`config.mk`:
```
export PLATFORM = sky130hd
export DESIGN_NAME = stopwatch_bcd_counter_flat
export DESIGN_NICKNAME = d
export VERILOG_FILES = /design/src/rtl/stopwatch_bcd_counter_pkg.sv /design/src/rtl/stopwatch_bcd_counter_if.sv /design/src/rtl/stopwatch_bcd_counter_bcd_digit.sv /design/src/rtl/stopwatch_bcd_counter.sv /design/src/flat_wrapper.sv
export SDC_FILE = /design/constraint.sdc
export NUM_CORES = 1
export LEC_CHECK = 0
export BUFFER_PORTS_ARGS = -buffer_cell sky130_fd_sc_hd__clkbuf_2
export CELL_PAD_IN_SITES_DETAIL_PLACEMENT = 1
export CELL_PAD_IN_SITES_GLOBAL_PLACEMENT = 1
export CORE_MARGIN = 2
export CORE_UTILIZATION = 41
export CTS_BUF_LIST = sky130_fd_sc_hd__clkbuf_16
export DETAILED_ROUTE_END_ITERATION = 8
export HOLD_SLACK_MARGIN = 0.12
export PLACE_DENSITY = 0.73
export SETUP_SLACK_MARGIN = 0.02
export SKIP_LAST_GASP = 1
export SLEW_MARGIN = 0
export SYNTH_ARGS = -nofsm -noshare
export SYNTH_HDL_FRONTEND = slang
export SYNTH_SLANG_ARGS = --single-unit
```
`constraint.sdc`:
```
create_clock -name clk_1k_i -period 2.66 [get_ports clk_1k_i]
set_clock_uncertainty 0.2 [all_clocks]
set_input_delay 0.266 -clock clk_1k_i [delete_from_list [all_inputs] [get_ports clk_1k_i]]
set_output_delay 0.266 -clock clk_1k_i [all_outputs]
set_load 0.02 [all_outputs]
```
`src/rtl/stopwatch_bcd_counter_pkg.sv`:
```
// Shared types and constants for the stopwatch BCD counter.
package stopwatch_pkg;

    typedef logic [3:0] bcd_t;

    typedef enum logic [1:0] {
        IDLE     = 2'd0,
        RUN      = 2'd1,
        STOPPED  = 2'd2,
        OVERFLOW = 2'd3
    } sw_state_e;

    localparam bcd_t BCD_MAX = 4'd9;

endpackage

```
`src/rtl/stopwatch_bcd_counter_if.sv`:
```
// Control and display bundle between the stopwatch and its user (display driver / controls).
interface stopwatch_bcd_counter_if;

    logic                start_i;
    logic                stop_i;
    logic                clear_i;
    logic                running_o;
    logic                overflow_o;
    logic                digit0_en_o;
    logic                digit1_en_o;
    logic                digit2_en_o;
    logic                digit3_en_o;
    stopwatch_pkg::bcd_t digit0_o;
    stopwatch_pkg::bcd_t digit1_o;
    stopwatch_pkg::bcd_t digit2_o;
    stopwatch_pkg::bcd_t digit3_o;

    modport master (
        output start_i, stop_i, clear_i,
        input  running_o, overflow_o,
        input  digit0_en_o, digit1_en_o, digit2_en_o, digit3_en_o,
        input  digit0_o, digit1_o, digit2_o, digit3_o
    );

    modport slave (
        input  start_i, stop_i, clear_i,
        output running_o, overflow_o,
        output digit0_en_o, digit1_en_o, digit2_en_o, digit3_en_o,
        output digit0_o, digit1_o, digit2_o, digit3_o
    );

endinterface

```
`src/rtl/stopwatch_bcd_counter_bcd_digit.sv`:
```
// Single BCD digit 0..9 with synchronous clear and ripple carry out.
module bcd_digit
    import stopwatch_pkg::*;
(
    input  logic clk_1k_i,
    input  logic rst_i,
    input  logic clr_i,
    input  logic inc_i,
    output bcd_t digit_o,
    output logic carry_o
);

    bcd_t digit_q;

    // Digit register: clear wins over increment, 9 wraps to 0.
    always_ff @(posedge clk_1k_i or posedge rst_i) begin
        if (rst_i) begin
            digit_q <= '0;
        end else if (clr_i) begin
            digit_q <= '0;
        end else if (inc_i) begin
            digit_q <= (digit_q == BCD_MAX) ? 4'd0 : digit_q + 4'd1;
        end
    end

    assign digit_o = digit_q;
    assign carry_o = inc_i && (digit_q == BCD_MAX);

endmodule

```
`src/rtl/stopwatch_bcd_counter.sv`:
```
// SS.CC stopwatch: prescaled BCD count, start/stop/clear FSM, blanking and overflow blink.
module stopwatch_bcd_counter
    import stopwatch_pkg::*;
#(
    parameter int unsigned TICK_DIV  = 10,
    parameter int unsigned BLINK_DIV = 250,
    parameter int unsigned SATURATE  = 1
) (
    input  logic                    clk_1k_i,
    input  logic                    rst_i,
    stopwatch_bcd_counter_if.slave  bus
);

    localparam logic [9:0] TICK_LAST  = 10'(TICK_DIV - 1);
    localparam logic [9:0] BLINK_LAST = 10'(BLINK_DIV - 1);

    sw_state_e  state_q, state_d;
    logic [9:0] presc_q, presc_d;
    logic [9:0] blink_cnt_q, blink_cnt_d;
    logic       blink_ph_q, blink_ph_d;

    bcd_t       digit [4];
    logic [3:0] inc;
    logic [3:0] carry;
    logic       tick;
    logic       clr_digits;
    logic       all_nine;

    assign all_nine = (digit[0] == BCD_MAX) && (digit[1] == BCD_MAX) &&
                      (digit[2] == BCD_MAX) && (digit[3] == BCD_MAX);

    // In saturating mode the count must hold at 99.99, so the tick is not passed on.
    assign inc[0]   = tick && !((SATURATE != 0) && all_nine);
    assign inc[3:1] = carry[2:0];

    for (genvar i = 0; i < 4; i++) begin : g_digit
        bcd_digit u_digit (
            .clk_1k_i (clk_1k_i),
            .rst_i    (rst_i),
            .clr_i    (clr_digits),
            .inc_i    (inc[i]),
            .digit_o  (digit[i]),
            .carry_o  (carry[i])
        );
    end

    // The top carry only ever fires on a 99.99 -> 00.00 rollover in wrap mode.
    top_carry_only_wraps : assert property (
        @(posedge clk_1k_i) disable iff (rst_i) carry[3] |-> (SATURATE == 0)
    );

    // State, prescaler and blink registers.
    always_ff @(posedge clk_1k_i or posedge rst_i) begin
        if (rst_i) begin
            state_q     <= IDLE;
            presc_q     <= '0;
            blink_cnt_q <= '0;
            blink_ph_q  <= 1'b1;
        end else begin
            state_q     <= state_d;
            presc_q     <= presc_d;
            blink_cnt_q <= blink_cnt_d;
            blink_ph_q  <= blink_ph_d;
        end
    end

    // Next-state: clear beats stop beats start; lower requests are dropped.
    always_comb begin
        state_d     = state_q;
        presc_d     = presc_q;
        blink_cnt_d = blink_cnt_q;
        blink_ph_d  = blink_ph_q;
        tick        = 1'b0;
        clr_digits  = 1'b0;
        if (bus.clear_i) begin
            state_d     = IDLE;
            presc_d     = '0;
            blink_cnt_d = '0;
            blink_ph_d  = 1'b1;
            clr_digits  = 1'b1;
        end else begin
            unique case (state_q)
                IDLE, STOPPED: begin
                    if (!bus.stop_i && bus.start_i) begin
                        state_d = RUN;
                        presc_d = '0;
                    end
                end
                RUN: begin
                    if (bus.stop_i) begin
                        state_d = STOPPED;
                    end else if (presc_q == TICK_LAST) begin
                        presc_d = '0;
                        tick    = 1'b1;
                        if ((SATURATE != 0) && all_nine) begin
                            state_d     = OVERFLOW;
                            blink_cnt_d = '0;
                            blink_ph_d  = 1'b1;
                        end
                    end else begin
                        presc_d = presc_q + 10'd1;
                    end
                end
                OVERFLOW: begin
                    if (blink_cnt_q == BLINK_LAST) begin
                        blink_cnt_d = '0;
                        blink_ph_d  = !blink_ph_q;
                    end else begin
                        blink_cnt_d = blink_cnt_q + 10'd1;
                    end
                end
                default: state_d = IDLE;
            endcase
        end
    end

    // Outputs decoded from registered state only.
    always_comb begin
        bus.running_o   = (state_q == RUN);
        bus.overflow_o  = (state_q == OVERFLOW);
        bus.digit0_en_o = 1'b1;
        bus.digit1_en_o = 1'b1;
        bus.digit2_en_o = 1'b1;
        bus.digit3_en_o = (digit[3] != 4'd0);
        if (state_q == OVERFLOW) begin
            bus.digit0_en_o = blink_ph_q;
            bus.digit1_en_o = blink_ph_q;
            bus.digit2_en_o = blink_ph_q;
            bus.digit3_en_o = blink_ph_q;
        end
    end

    assign bus.digit0_o = digit[0];
    assign bus.digit1_o = digit[1];
    assign bus.digit2_o = digit[2];
    assign bus.digit3_o = digit[3];

endmodule

```
`src/flat_wrapper.sv`:
```
// flat-port wrapper written by rule: the top's interface ports become plain ports
module stopwatch_bcd_counter_flat import stopwatch_pkg::*;
#(
    parameter int unsigned TICK_DIV  = 10,
    parameter int unsigned BLINK_DIV = 250,
    parameter int unsigned SATURATE  = 1
)
  (clk_1k_i, rst_i, bus_start_i, bus_stop_i, bus_clear_i, bus_running_o, bus_overflow_o, bus_digit0_en_o, bus_digit1_en_o, bus_digit2_en_o, bus_digit3_en_o, bus_digit0_o, bus_digit1_o, bus_digit2_o, bus_digit3_o);
  stopwatch_bcd_counter_if bus_i ();
  input  logic clk_1k_i;
  input  logic rst_i;
  input wire logic [$bits(bus_i.start_i)-1:0] bus_start_i;
  input wire logic [$bits(bus_i.stop_i)-1:0] bus_stop_i;
  input wire logic [$bits(bus_i.clear_i)-1:0] bus_clear_i;
  output wire logic [$bits(bus_i.running_o)-1:0] bus_running_o;
  output wire logic [$bits(bus_i.overflow_o)-1:0] bus_overflow_o;
  output wire logic [$bits(bus_i.digit0_en_o)-1:0] bus_digit0_en_o;
  output wire logic [$bits(bus_i.digit1_en_o)-1:0] bus_digit1_en_o;
  output wire logic [$bits(bus_i.digit2_en_o)-1:0] bus_digit2_en_o;
  output wire logic [$bits(bus_i.digit3_en_o)-1:0] bus_digit3_en_o;
  output wire logic [$bits(bus_i.digit0_o)-1:0] bus_digit0_o;
  output wire logic [$bits(bus_i.digit1_o)-1:0] bus_digit1_o;
  output wire logic [$bits(bus_i.digit2_o)-1:0] bus_digit2_o;
  output wire logic [$bits(bus_i.digit3_o)-1:0] bus_digit3_o;
  assign bus_i.start_i = bus_start_i;
  assign bus_i.stop_i = bus_stop_i;
  assign bus_i.clear_i = bus_clear_i;
  assign bus_running_o = bus_i.running_o;
  assign bus_overflow_o = bus_i.overflow_o;
  assign bus_digit0_en_o = bus_i.digit0_en_o;
  assign bus_digit1_en_o = bus_i.digit1_en_o;
  assign bus_digit2_en_o = bus_i.digit2_en_o;
  assign bus_digit3_en_o = bus_i.digit3_en_o;
  assign bus_digit0_o = bus_i.digit0_o;
  assign bus_digit1_o = bus_i.digit1_o;
  assign bus_digit2_o = bus_i.digit2_o;
  assign bus_digit3_o = bus_i.digit3_o;
  stopwatch_bcd_counter #(.TICK_DIV(TICK_DIV), .BLINK_DIV(BLINK_DIV), .SATURATE(SATURATE)) u_core (.clk_1k_i(clk_1k_i), .rst_i(rst_i), .bus(bus_i));
endmodule
```
### Yosys cells after proc, flatten, opt, wreduce, memory -nomap -nowiden

Cells that the tools add are included.

| word-level totals | value |
|---|---|
| output and inout bits | 22 |
| flip-flop bits (word level) | 39 |
| logic and storage cells | 96 |
| input port bits | 5 |

| operators by class | value |
|---|---|
| multiplexer cells | 42 |
| equal/unequal tests | 16 |
| reductions and logical operators | 24 |
| add/sub/neg operators | 6 |

Operator list:

| operator | number |
|---|---|
| $mux W10 | 9 |
| $mux W4 | 12 |
| $pmux W10 S2 | 2 |
| $add A10 B1 Y10 const B | 2 |
| $add A4 B1 Y4 const B | 4 |
| $eq A4 B4 Y1 const B | 4 |
| $mux W1 | 12 |
| $ne A3 B2 Y1 const B | 4 |
| $eq A10 B4 Y1 const B | 1 |
| $eq A10 B8 Y1 const B | 1 |
| $mux W2 | 5 |
| $logic_and A1 B1 Y1 | 8 |
| $ne A4 B3 Y1 const B | 2 |
| $reduce_and A4 Y1 | 2 |
| $reduce_bool A2 Y1 | 4 |
| $reduce_bool A3 Y1 | 2 |
| $reduce_and A5 Y1 | 1 |
| $eq A2 B2 Y1 const B | 2 |
| $pmux W2 S2 | 1 |
| $reduce_bool A4 Y1 | 1 |
| $logic_not A1 Y1 | 3 |
| $ne A3 B3 Y1 const B | 1 |
| $reduce_and A3 Y1 | 1 |
| $eq A2 B1 Y1 const B | 1 |
| other kinds (3) | 3 |

### Longest topological paths before layout

| logic depth | value |
|---|---|
| depth after elaboration | 11 |
| mapped depth | 8 |
| mapped depth without buffers | 7 |

### By module

From an unflattened synthesis, not the netlist that was laid out.

| second synthesis, totals | value |
|---|---|
| cell total of the unflattened synthesis | 274 |
| area, all modules | 2,407.3 um^2 |

Modules (own cells, without submodules):

| module | cells each | sequential area each (um^2) | times used | area each (um^2) |
|---|---|---|---|---|
| stopwatch_bcd_counter | 166 | 576.8 | 1 | 1,431.4 |
| bcd_digit | 27 | 100.1 | 4 | 244.0 |

### Worst setup path after synthesis

No wires, ideal clock.

| timing path | value |
|---|---|
| path kind | register -> register |
| start point | reg u_core.g_digit[2].u_digit.digit_q[1] |
| end point | reg u_core.blink_cnt_q[5] |
| slack | 485 ps |
| stages on the path, launching flop included | 9 |
| data arrival time | 1,879 ps |
| clock period less this slack | 2,175 ps |
| setup time | 95 ps |
| required time | 2,365 ps |
| path buffers | 1 |
| cell sequence | dfrtp_1 > inv_1 > ha_1 > and3b_1 > clkbuf_1 > and4_1 > a311oi_2 > o21ai_0 > o31ai_1 |

| on the way | value |
|---|---|
| word-level cells in the longest chain between the ends | 5 |

Ends and longest elaborated chain:

| element | RTL line | source |
|---|---|---|
| from (decl) | stopwatch_bcd_counter_bcd_digit.sv:13 | `bcd_t digit_q;` |
| from (signal assigned) | stopwatch_bcd_counter_bcd_digit.sv:22 | `digit_q <= (digit_q == BCD_MAX) ? 4'd0 : digit_q + 4'd1;` |
| $eq A4 B4 Y1 | stopwatch_bcd_counter.sv:30 | `(digit[2] == BCD_MAX) && (digit[3] == BCD_MAX);` |
| $logic_and A1 B1 Y1 | stopwatch_bcd_counter.sv:29 | `assign all_nine = (digit[0] == BCD_MAX) && (digit[1] == BCD_MAX) &&` |
| $logic_and A1 B1 Y1 | stopwatch_bcd_counter.sv:30 |  |
| $ne A3 B2 Y1 (no source line) | -- |  |
| $reduce_and A4 Y1 (no source line) | -- |  |
| to (signal assigned) | stopwatch_bcd_counter.sv:62 | `blink_cnt_q <= blink_cnt_d;` |
| to (decl) | stopwatch_bcd_counter.sv:19 | `logic [9:0] blink_cnt_q, blink_cnt_d;` |

No other way between the ends.
A chain may end at the register's enable or synchronous reset.

### Worst setup path after layout

| timing path | value |
|---|---|
| start point | reg u_core.g_digit[0].u_digit.digit_q[0] |
| end point | reg u_core.g_digit[2].u_digit.digit_q[2] |

| on the way | value |
|---|---|
| word-level cells in the longest chain between the ends | 9 |

Ends and longest elaborated chain:

| element | RTL line | source |
|---|---|---|
| from (decl) | stopwatch_bcd_counter_bcd_digit.sv:13 |  |
| from (signal assigned) | stopwatch_bcd_counter_bcd_digit.sv:22 |  |
| $eq A4 B4 Y1 * | stopwatch_bcd_counter_bcd_digit.sv:27, stopwatch_bcd_counter.sv:29 |  |
| $logic_and A1 B1 Y1 (2 in a row) | stopwatch_bcd_counter.sv:29 |  |
| $logic_and A1 B1 Y1 | stopwatch_bcd_counter.sv:30 |  |
| $logic_not A1 Y1 | stopwatch_bcd_counter.sv:33 | `assign inc[0] = tick && !((SATURATE != 0) && all_nine);` |
| $logic_and A1 B1 Y1 | stopwatch_bcd_counter.sv:33 |  |
| $logic_and A1 B1 Y1 * (2 in a row) | stopwatch_bcd_counter_bcd_digit.sv:27 | `assign carry_o = inc_i && (digit_q == BCD_MAX);` |
| $reduce_bool A2 Y1 (no source line) * | -- |  |

Mark *: on every way between the ends. The rest lies on a longest branch, timed or not.

==> results.toml <==
[logic_synthesis]
ys_seq_elements = 39
synth_edf_count = 0
synth_seq_area_share_pct = 40.05
synth_xor_area_share_pct = 4.667
synth_area_um2 = 2440
ys_warn_count = 0
synth_mux_area_share_pct = 0.8205
synth_fa_ha_area_share_pct = 6.667
syn_avg_cell_area_um2 = 9.312
async_flop_share_pct = 100.0
synth_compound_area_share_pct = 15.49
synthCells = 262
synthSimpleGateAreaFrac_pct = 26.56
synthFlopType = "dfrtp_1"
synth_top_family_by_area = "simple AND/OR/NAND/NOR gates"
synthDistinctLibCells = 54
syn_nets = 280

[worst_setup_path]
crit_buf_inv = 0
critical_path_class = "flip-flop to flip-flop"
crit_chain = "ha_1 -> and3b_1 -> and2_1 -> nand4_2 -> or4_1 -> a21oi_1"
cp_slowest_cell = "dfrtp_1"
path_depth = 6
critPathTopFamily = "simple AND/OR/NAND/NOR gates"
crit_required_ns = 2.67
worstPathMaxFanout = 8
crit_path_max_incr_delay_ns = 0.45
end_kind = "flip-flop"
crit_arrival_ns = 2.32
start_kind = "flip-flop"
reg2reg_depth = 6

[finish]
drive_above_1_share_pct = 15.86
layout.nets = 307
antenna_cells = 0
synthToLayoutAreaGrowth_pct = 13.69
final-instance-count-excl-fill = 365

[status]
status = "completed"

[placement]
hpwlAfterDp_mm = 4.087
place_ws_ns = 0.3049
gp_congestion = 0.8331
dp_cells = 355
port_buffers = 26

[sta]
slew_violations = 0
period_minus_slack_ns = 2.319
fmax_mhz = 431.2
finalHoldViolCount = 0
rsz0062_at_grt = "false"
setup_tns_ns = 0
setup_viol = 0
worstMarginPinSlew_ns = 0.6037
min_period_over_period_pct = 87.19
relSlewSlack_pct = 59.60
hold_ws_ns = 0.1328
worst_slack_ns = 0.3409

[grt]
grt_max_degree = 40
antenna_found_initial = 0
overflow = 0
grt_pass1_vias = 2099
grt_pass1_wl_mm = 10.05
groute.usage.overall_pct = 19.30

[floorplan]
die_h_um = 81.14
fp.dieW_um = 81.14
core-area_um2 = 5851
io_pins = 27
row_count = 28
start_util_pct = 41.70
die_area_um2 = 6584

[detailed_routing]
wl_met3_um = 132
num_vias = 1995
drt_first_iter_violations = 58
dr.pass1.iters = 4
finalWirelength_mm = 5.671
routedWlPerCell_um = 15.54
vias_per_cell = 5.466
top_layer = "met4"
wl_met1_mm = 2.851
ant_nets = 0
drc = 0
wl_met2_mm = 2.652

[clock_network]
clk_pin_slew_ns = 0.06
cts_tree = "done"
cts_buffer_depth = 2
htree_levels = 2
cts_sinks = 39
cts_buffers = 5
cts-root-buf = "clkbuf_16"
clk_latency_ns = 0.28

[min_path]
hold_path_depth = 2
hp-class = "primary input to flip-flop"

[run]
max_cap_violations = 0

[power_and_ir_drop]
p_leak_nw = 1.253
cellPowerDensity_nw_per_um2 = 448.4
power_mw = 1.244
ir_worst_vdd_uv = 343.6
==> final cells by class <==
cell class | instances | area [um^2]
clock buffer | 5 | 125.1
multi-input combinational | 194 | 1323
sequential | 39 | 977.2
timing repair buffer | 32 | 180.2
clock inverter | 3 | 11.26
fill | 688 | 3077
tap | 75 | 93.84
inverter | 17 | 63.81
==> through the flow <==
stage	util [%]	cell area [um^2]
2_1_floorplan	-	2440
3_3_place_gp	44.74	2618
3_5_place_dp	44.74	2618
4_1_cts	47.41	2774
5_1_grt	47.41	2774
6_report	47.41	2774
==> final timing paths <==
kind                                                 startpoint                                   end  slack, ns
max in group asynchronous                                 rst_i                     u_core.blink_ph_q       1.46
min reg2reg                u_core.g_digit[0].u_digit.digit_o[3]  u_core.g_digit[0].u_digit.digit_o[3]       0.33
min in group asynchronous                                 rst_i                 u_core.blink_cnt_q[0]       0.43
min                                                 bus_clear_i  u_core.g_digit[3].u_digit.digit_o[1]       0.13
max reg2reg                u_core.g_digit[0].u_digit.digit_o[0]  u_core.g_digit[2].u_digit.digit_o[2]       0.34
max                        u_core.g_digit[0].u_digit.digit_o[0]  u_core.g_digit[2].u_digit.digit_o[2]       0.34
==> per-layer routing <==
metal  vias up  GRT usage [%]
li1        990              -
met1       976          27.05
met2        23          30.99
met3         6          4.111
met4         0          3.559
met5         -              0
==> kinds of logic (layout without fill, tap and decap cells) <==
family,after synthesis,count (layout)
and+or+nand+nor,108,108
muxes,2,2
adders and majority gates,13,13
buffers and inverters,29,57
DFF,39,39
xor gates and xnor gates,13,13
AOI/OAI and AO/OA,58,58
==> repair_timing <==
item	4_1_cts	5_1_grt
endpoints found under the setup margin	0	0
hold endpoints to repair	39	0
hold buffers	2	0
setup buffers	0	0
gates resized for setup	0	0
==> cell usage after synthesis (all sizes together), types with 6 or more instances <==
master | number | area (um^2)
dfrtp | 38 | 950.9
o21ai | 22 | 110.1
inv | 17 | 63.81
nor2 | 17 | 63.81
nand2 | 16 | 60.06
a21oi | 13 | 80.08
ha | 13 | 162.7
nand3 | 12 | 72.57
xor2 | 10 | 87.58
and3 | 9 | 56.30
nor3 | 9 | 45.04
buf | 8 | 61.30
nand4 | 6 | 43.79
==> where the power goes <==
part | total (mW) | internal (mW) | switching [mW]
clock | 0.584 | 0.338 | 0.245
sequential | 0.600 | 0.595 | 0.00469
combinational | 0.0600 | 0.0167 | 0.0434
total | 1.24 | 0.950 | 0.293
==> cells in the final DEF (no fill, tap or decap), types with 2 or more instances in the layout <==
cell	n
dfrtp_1	38
clkbuf_2	26
o21ai_0	22
inv_1	18
nor2_1	17
nand2_1	16
ha_1	13
nand3_1	11
a21oi_1	11
xor2_1	10
and3_1	9
nor3_1	9
or3_1	5
nand4_1	5
o31ai_1	5
clkbuf_16	5
and3b_1	4
and2_1	4
a31oi_1	4
nand2b_1	4
nor2b_1	4
buf_4	4
nand3b_1	3
and4_1	3
xnor2_1	3
a22o_1	2
or2_2	2
o211ai_1	2
o2111ai_1	2
mux2i_1	2
or4_1	2
clkinv_1	2
dlygate4sd3_1	2
==> state kept, by name (all words and copies together) (netlist names) <==
| signal | cells |
|---|---|
| u_core.g_digit.u_digit.digit_o | 16 |
| u_core.blink_cnt_q | 10 |
| u_core.presc_q | 10 |
| u_core.state_q | 2 |
| u_core.blink_ph_q | 1 |
Power figures use the tool's default switching activity.
